==> src/rtl/hs_sink_pkg.sv <==
// Shared types for the handshake sink: FSM state encoding and the width of
// the source-index field stored alongside each captured data word.
package hs_sink_pkg;

    typedef enum logic [1:0] {
        RESYNC,
        IDLE,
        WRITE,
        ACK
    } hs_sink_state_t;

    localparam int SRC_W = 1;

endpackage

==> src/rtl/sink_fifo_mem.sv <==
// Register-array FIFO: push/pop with occupancy count and a combinational head.
// Push is refused when full unless a pop frees a slot in the same cycle.
module sink_fifo_mem #(
    parameter int WIDTH = 9,
    parameter int DEPTH = 4
) (
    input  logic                         clk,
    input  logic                         rst,
    input  logic                         push,
    input  logic [WIDTH-1:0]             push_data,
    input  logic                         pop,
    output logic [WIDTH-1:0]             head,
    output logic [$clog2(DEPTH+1)-1:0]   count
);

    localparam int AW = $clog2(DEPTH);
    localparam int CW = $clog2(DEPTH + 1);
    localparam logic [CW-1:0] FULL_COUNT = CW'(DEPTH);
    localparam logic [AW-1:0] LAST_IDX   = AW'(DEPTH - 1);

    logic [WIDTH-1:0] mem [DEPTH];
    logic [AW-1:0]    wr_ptr;
    logic [AW-1:0]    rd_ptr;
    logic             full;
    logic             empty;
    logic             do_push;
    logic             do_pop;

    assign full    = (count == FULL_COUNT);
    assign empty   = (count == '0);
    assign do_pop  = pop && !empty;
    assign do_push = push && (!full || do_pop);
    assign head    = mem[rd_ptr];

    // Storage is deliberately left unreset; the top masks the head while empty.
    always_ff @(posedge clk) begin
        if (do_push) begin
            mem[wr_ptr] <= push_data;
        end
    end

    always_ff @(posedge clk) begin
        if (rst) begin
            wr_ptr <= '0;
            rd_ptr <= '0;
            count  <= '0;
        end else begin
            if (do_push) begin
                wr_ptr <= (wr_ptr == LAST_IDX) ? '0 : wr_ptr + 1'b1;
            end
            if (do_pop) begin
                rd_ptr <= (rd_ptr == LAST_IDX) ? '0 : rd_ptr + 1'b1;
            end
            case ({do_push, do_pop})
                2'b10:   count <= count + 1'b1;
                2'b01:   count <= count - 1'b1;
                default: count <= count;
            endcase
        end
    end

endmodule

==> src/rtl/handshake_sink_fifo.sv <==
// Clocked sink for a 4-phase req/ack arbiter: synchronizes req, captures the
// granted source's bundled data into a FIFO and drains it over valid/ready.
module handshake_sink_fifo
    import hs_sink_pkg::*;
#(
    parameter int DATA_W      = 8,
    parameter int DEPTH       = 4,
    parameter int SYNC_STAGES = 2
) (
    input  logic                         clk,
    input  logic                         rst,
    input  logic                         req_in,
    input  logic                         sel_in,
    input  logic [DATA_W-1:0]            data0_in,
    input  logic [DATA_W-1:0]            data1_in,
    output logic                         ack_out,
    output logic                         out_valid,
    input  logic                         out_ready,
    output logic [DATA_W-1:0]            out_data,
    output logic                         out_src,
    output logic [$clog2(DEPTH+1)-1:0]   count
);

    localparam int WORD_W = DATA_W + SRC_W;
    localparam int CW     = $clog2(DEPTH + 1);
    localparam int SW     = $clog2(SYNC_STAGES + 1);
    localparam logic [CW-1:0] FULL_COUNT = CW'(DEPTH);
    localparam logic [SW-1:0] SETTLED    = SW'(SYNC_STAGES);

    hs_sink_state_t          state;
    hs_sink_state_t          state_next;
    logic [SYNC_STAGES-1:0]  sync_q;
    logic                    req_s;
    logic [SW-1:0]           settle_cnt;
    logic                    settled;
    logic                    push;
    logic                    pop;
    logic [WORD_W-1:0]       push_word;
    logic [WORD_W-1:0]       head;

    always_ff @(posedge clk) begin
        if (rst) begin
            sync_q <= '0;
        end else begin
            sync_q <= {sync_q[SYNC_STAGES-2:0], req_in};
        end
    end

    assign req_s = sync_q[SYNC_STAGES-1];

    // The cleared synchronizer reads 0 regardless of req_in, so RESYNC must not
    // trust req_s until the chain has refilled with real samples.
    always_ff @(posedge clk) begin
        if (rst) begin
            settle_cnt <= '0;
        end else if (settle_cnt != SETTLED) begin
            settle_cnt <= settle_cnt + 1'b1;
        end
    end

    assign settled = (settle_cnt == SETTLED);

    always_ff @(posedge clk) begin
        if (rst) begin
            state <= RESYNC;
        end else begin
            state <= state_next;
        end
    end

    always_comb begin
        state_next = state;
        case (state)
            RESYNC: if (settled && !req_s)           state_next = IDLE;
            IDLE:   if (req_s && count < FULL_COUNT) state_next = WRITE;
            WRITE:                                   state_next = ACK;
            ACK:    if (!req_s)                      state_next = IDLE;
            default:                                 state_next = RESYNC;
        endcase
    end

    assign ack_out   = (state == ACK);
    assign push      = (state == WRITE);
    assign push_word = {sel_in, sel_in ? data1_in : data0_in};
    assign out_valid = (count != '0);
    assign pop       = out_valid && out_ready;

    sink_fifo_mem #(
        .WIDTH (WORD_W),
        .DEPTH (DEPTH)
    ) u_fifo (
        .clk       (clk),
        .rst       (rst),
        .push      (push),
        .push_data (push_word),
        .pop       (pop),
        .head      (head),
        .count     (count)
    );

    assign {out_src, out_data} = out_valid ? head : '0;

endmodule

==> config.mk <==
export PLATFORM = sky130hd
export DESIGN_NAME = handshake_sink_fifo
export DESIGN_NICKNAME = d
export VERILOG_FILES = /design/src/rtl/hs_sink_pkg.sv /design/src/rtl/sink_fifo_mem.sv /design/src/rtl/handshake_sink_fifo.sv
export SDC_FILE = /design/constraint.sdc
export NUM_CORES = 1
export LEC_CHECK = 0
export CELL_PAD_IN_SITES_DETAIL_PLACEMENT = 2
export CELL_PAD_IN_SITES_GLOBAL_PLACEMENT = 2
export CORE_MARGIN = 2
export CORE_UTILIZATION = 25
export DETAILED_ROUTE_END_ITERATION = 16
export GPL_TIMING_DRIVEN = 0
export PLACE_DENSITY_LB_ADDON = 0.2
export SYNTH_ARGS = -nofsm -noshare
export SYNTH_HDL_FRONTEND = slang
export SYNTH_HIERARCHICAL = 1
export SYNTH_SLANG_ARGS = --single-unit
==> constraint.sdc <==
create_clock -name clk -period 5.5 [get_ports clk]
set_input_delay 0.825 -clock clk [delete_from_list [all_inputs] [get_ports clk]]
set_output_delay 0.825 -clock clk [all_outputs]
set_load 0.05 [all_outputs]
==> impl_metrics.yaml <==
global_route:
  grt_pass1_vias: 1550
  antenna_found_initial: 0
  grtUsageTotal_pct: 10.4
  grt_overflow: 0
  grt_max_degree: 17
  grt_pass1_wl_microns: 7960
yosys:
  syn_area_per_cell_sq_um: 14.3
  synth_area_sq_um: 2340
  synth_top_area_share_pct: 46.3
  ys_warn_count: 6
  ys.flop_type: "edfxtp_1"
  synth-edff-count: 36
  synth_fp_nets: 195
  syn_inst: 163
  ys_seq_area_share_pct: 59.1
  synthDistinctLibCells: 37
  synth_area_leaders: "edfxtp_1 (46%), dfxtp_1 (13%), mux4_2 (8.7%)"
  async_flop_share_pct: 0
  ys_ff_latch: 51
  yosysTopAreaCell: "edfxtp_1"
critical_path:
  endpoint_kind: "primary output"
  rr_startpoint: "u_fifo/count[2]$_SDFFE_PP0P_"
  crit_type: "reg2out"
  cp_max_fo: 9
  arrival_ns: 2.40
  rrSetupSlack_ns: 2.82
  cp_data_required_time_ns: 4.68
  cp-start-kind: "flip-flop"
cells_and_area:
  fin_nets: 236
  drive_gt1_share_pct: 13.2
  final_area_sq_um: 2910
  area_growth_pct: 24.6
  final_util_pct: 31.8
  antenna_cells: 0
power_and_ir_drop:
  power_density_nw_per_um2: 300
  seqPwrFrac_pct: 53.2
  p_sw_uw: 237
  ir_drop_v: 0.000127
  cellLeakagePower_nw: 0.983
  clock_power_share_pct: 26.0
  p_int_uw: 635
  p_comb_share_pct: 20.9
  swShare_pct: 27.2
drt:
  vias: 1394
  drcViolationCount: 0
  first_iter_violations: 9
  dr.pass1.iters: 4
  avgRoutedWirePerCell_microns: 15.1
  ant_nets: 0
  avgViaCountPerCell: 4.41
  wl_microns: 4780
worst_hold_path:
  holdCritPathClass: "reg2reg"
  min_from: "sync_q[0]$_SDFF_PP0_"
flow_run:
  cap_violations: 0
sta:
  setup_viol: 0
  tightest_slew_ns: 0.632
  fmax_ghz: 0.311
  slew_headroom_pct: 57.9
  maxSlewViolCount: 0
  clock_skew_ns: 0.0105
  period_minus_slack_ns: 3.22
  fin_crit_sh_pct: 58.5
  hold_violations: 0
  setup_tns_ns: 0
  rsz0062_at_grt: "no"
cts:
  cts_hold_buf: 0
  clk_latency_ns: 0.30
  cts_made_buffers: 5
  cts-root-buf: "clkbuf_8"
  cts_buffer_depth: 2
  tritoncts: "built"
  cts.htree.levels: 2
  clock_sinks: 51
  post-cts-setup-buffer-count: 0
  clkTransAtPathRegs_ns: 0.10
  cts_resized: 0
floorplan:
  start_util_pct: 25.5
  ios: 35
  die_area_sq_um: 10100
  die_h_microns: 101
  die-width_microns: 101
  core_sq_um: 9150
  row_count: 35
place:
  dpl_cell_area_sq_um: 2820
  dp_hpwl_microns: 3480
  port_buffers: 34
  gp_congestion: 0.735
run_status:
  status: "complete, no violations"
-- state kept, by name, summed over array words and instances, names as in the netlist, named ones only --
| register | count |
|---|---|
| sync_q | 2 |
| u_fifo/mem | 36 |
| u_fifo/count | 3 |
| u_fifo/wr_ptr | 2 |
| u_fifo/rd_ptr | 2 |
| settle_cnt | 2 |
| state | 2 |
-- final cells by class --
type / instances / area [sq um]
buffer: 7 / 38.8
clock buffer: 6 / 82.6
clock inverter: 2 / 13.8
fill: 959 / 6240
inverter: 12 / 47.5
multi-input combinational: 93 / 868
sequential: 51 / 1380
tap: 111 / 139
timing repair buffer: 34 / 340
-- critical path: stages, from the launching register on --
cell and delay [ns]:
dfxtp_1 0.32, buf_1 0.48, mux4_2 0.31, nor2b_1 0.16, clkdlybuf4s50_1 0.82
-- per-layer routing --
metal / track usage [%] / wire length (microns) / part of all wire, % / up-vias
li1: - / - / - / 678
met1: 13.2 / 2270 / 48 / 683
met2: 17.2 / 2230 / 47 / 27
met3: 3.05 / 209 / 4.4 / 6
met4: 2.85 / 64 / 1.3 / 0
met5: 0 / 0 / 0 / -
-- path summary, 6_finish.rpt --
check / to / cells past startpoint
max: out_data[6] / 4
min: sync_q[1]$_SDFF_PP0_ / 1
max reg2reg: u_fifo/count[1]$_SDFFE_PP0P_ / 10
min reg2reg: sync_q[1]$_SDFF_PP0_ / 1
-- through the flow --
step                hold WS [ns]  instances  setup WS, ns  power [mW]
finish                     0.457        316          2.28       0.872
floorplan                  0.414        163          2.83       0.603
global placement           0.424        308          2.46       0.657
CTS                        0.461        316          2.21       0.895
global route               0.484        316          2.11       0.938
detailed placement         0.444        308          2.47       0.662
-- Yosys cell counts (2+ instances only) --
cell,count
a211oi_1,2
a21oi_1,4
and2_1,5
buf_1,2
buf_2,4
dfxtp_1,15
edfxtp_1,36
ha_1,10
inv_1,11
mux2_1,8
mux2i_1,2
mux4_2,9
nand2_1,3
nand2b_1,2
nand3_1,2
nand3b_1,2
nor2_1,9
nor2b_1,13
nor4b_2,2
o2111ai_1,2
or3_1,2
xor2_1,3
-- layout by cell type, fill, tap and decap left out, drive strengths merged, types with 2 or more instances in the layout --
master,instances
or3,2
clkdlybuf4s50,34
nand3,2
and2,5
mux4,9
a211oi,2
xor2,3
nor2b,13
buf,7
o31ai,2
dfxtp,15
nand2,3
a21oi,4
nand2b,2
nor4b,2
o21ai,2
nor2,9
mux2,8
mux2i,2
nand3b,2
inv,13
ha,10
edfxtp,36
o2111ai,2
clkbuf,6
-- cells by family (layout without fill, tap and decap cells) --
group	after synthesis	count (layout)	synth area share (%)
buffers and inverters	19	61	3.70
and+or+nand+nor	43	43	11.0
xor gates and xnor gates	3	3	1.13
adders and majority gates	11	11	6.21
AOI/OAI and AO/OA	17	17	5.46
muxes	19	19	13.4
DFF	51	51	59.1
-- power by group through the flow --
stage,registers [mW],clock network (mW),logic [mW]
floorplan,0.469,0,0.134
global route,0.470,0.257,0.211
finish,0.464,0.226,0.182
global placement,0.473,0,0.184
detailed placement,0.474,0,0.188
CTS,0.465,0.241,0.189
(Power assumes the default switching activity.)
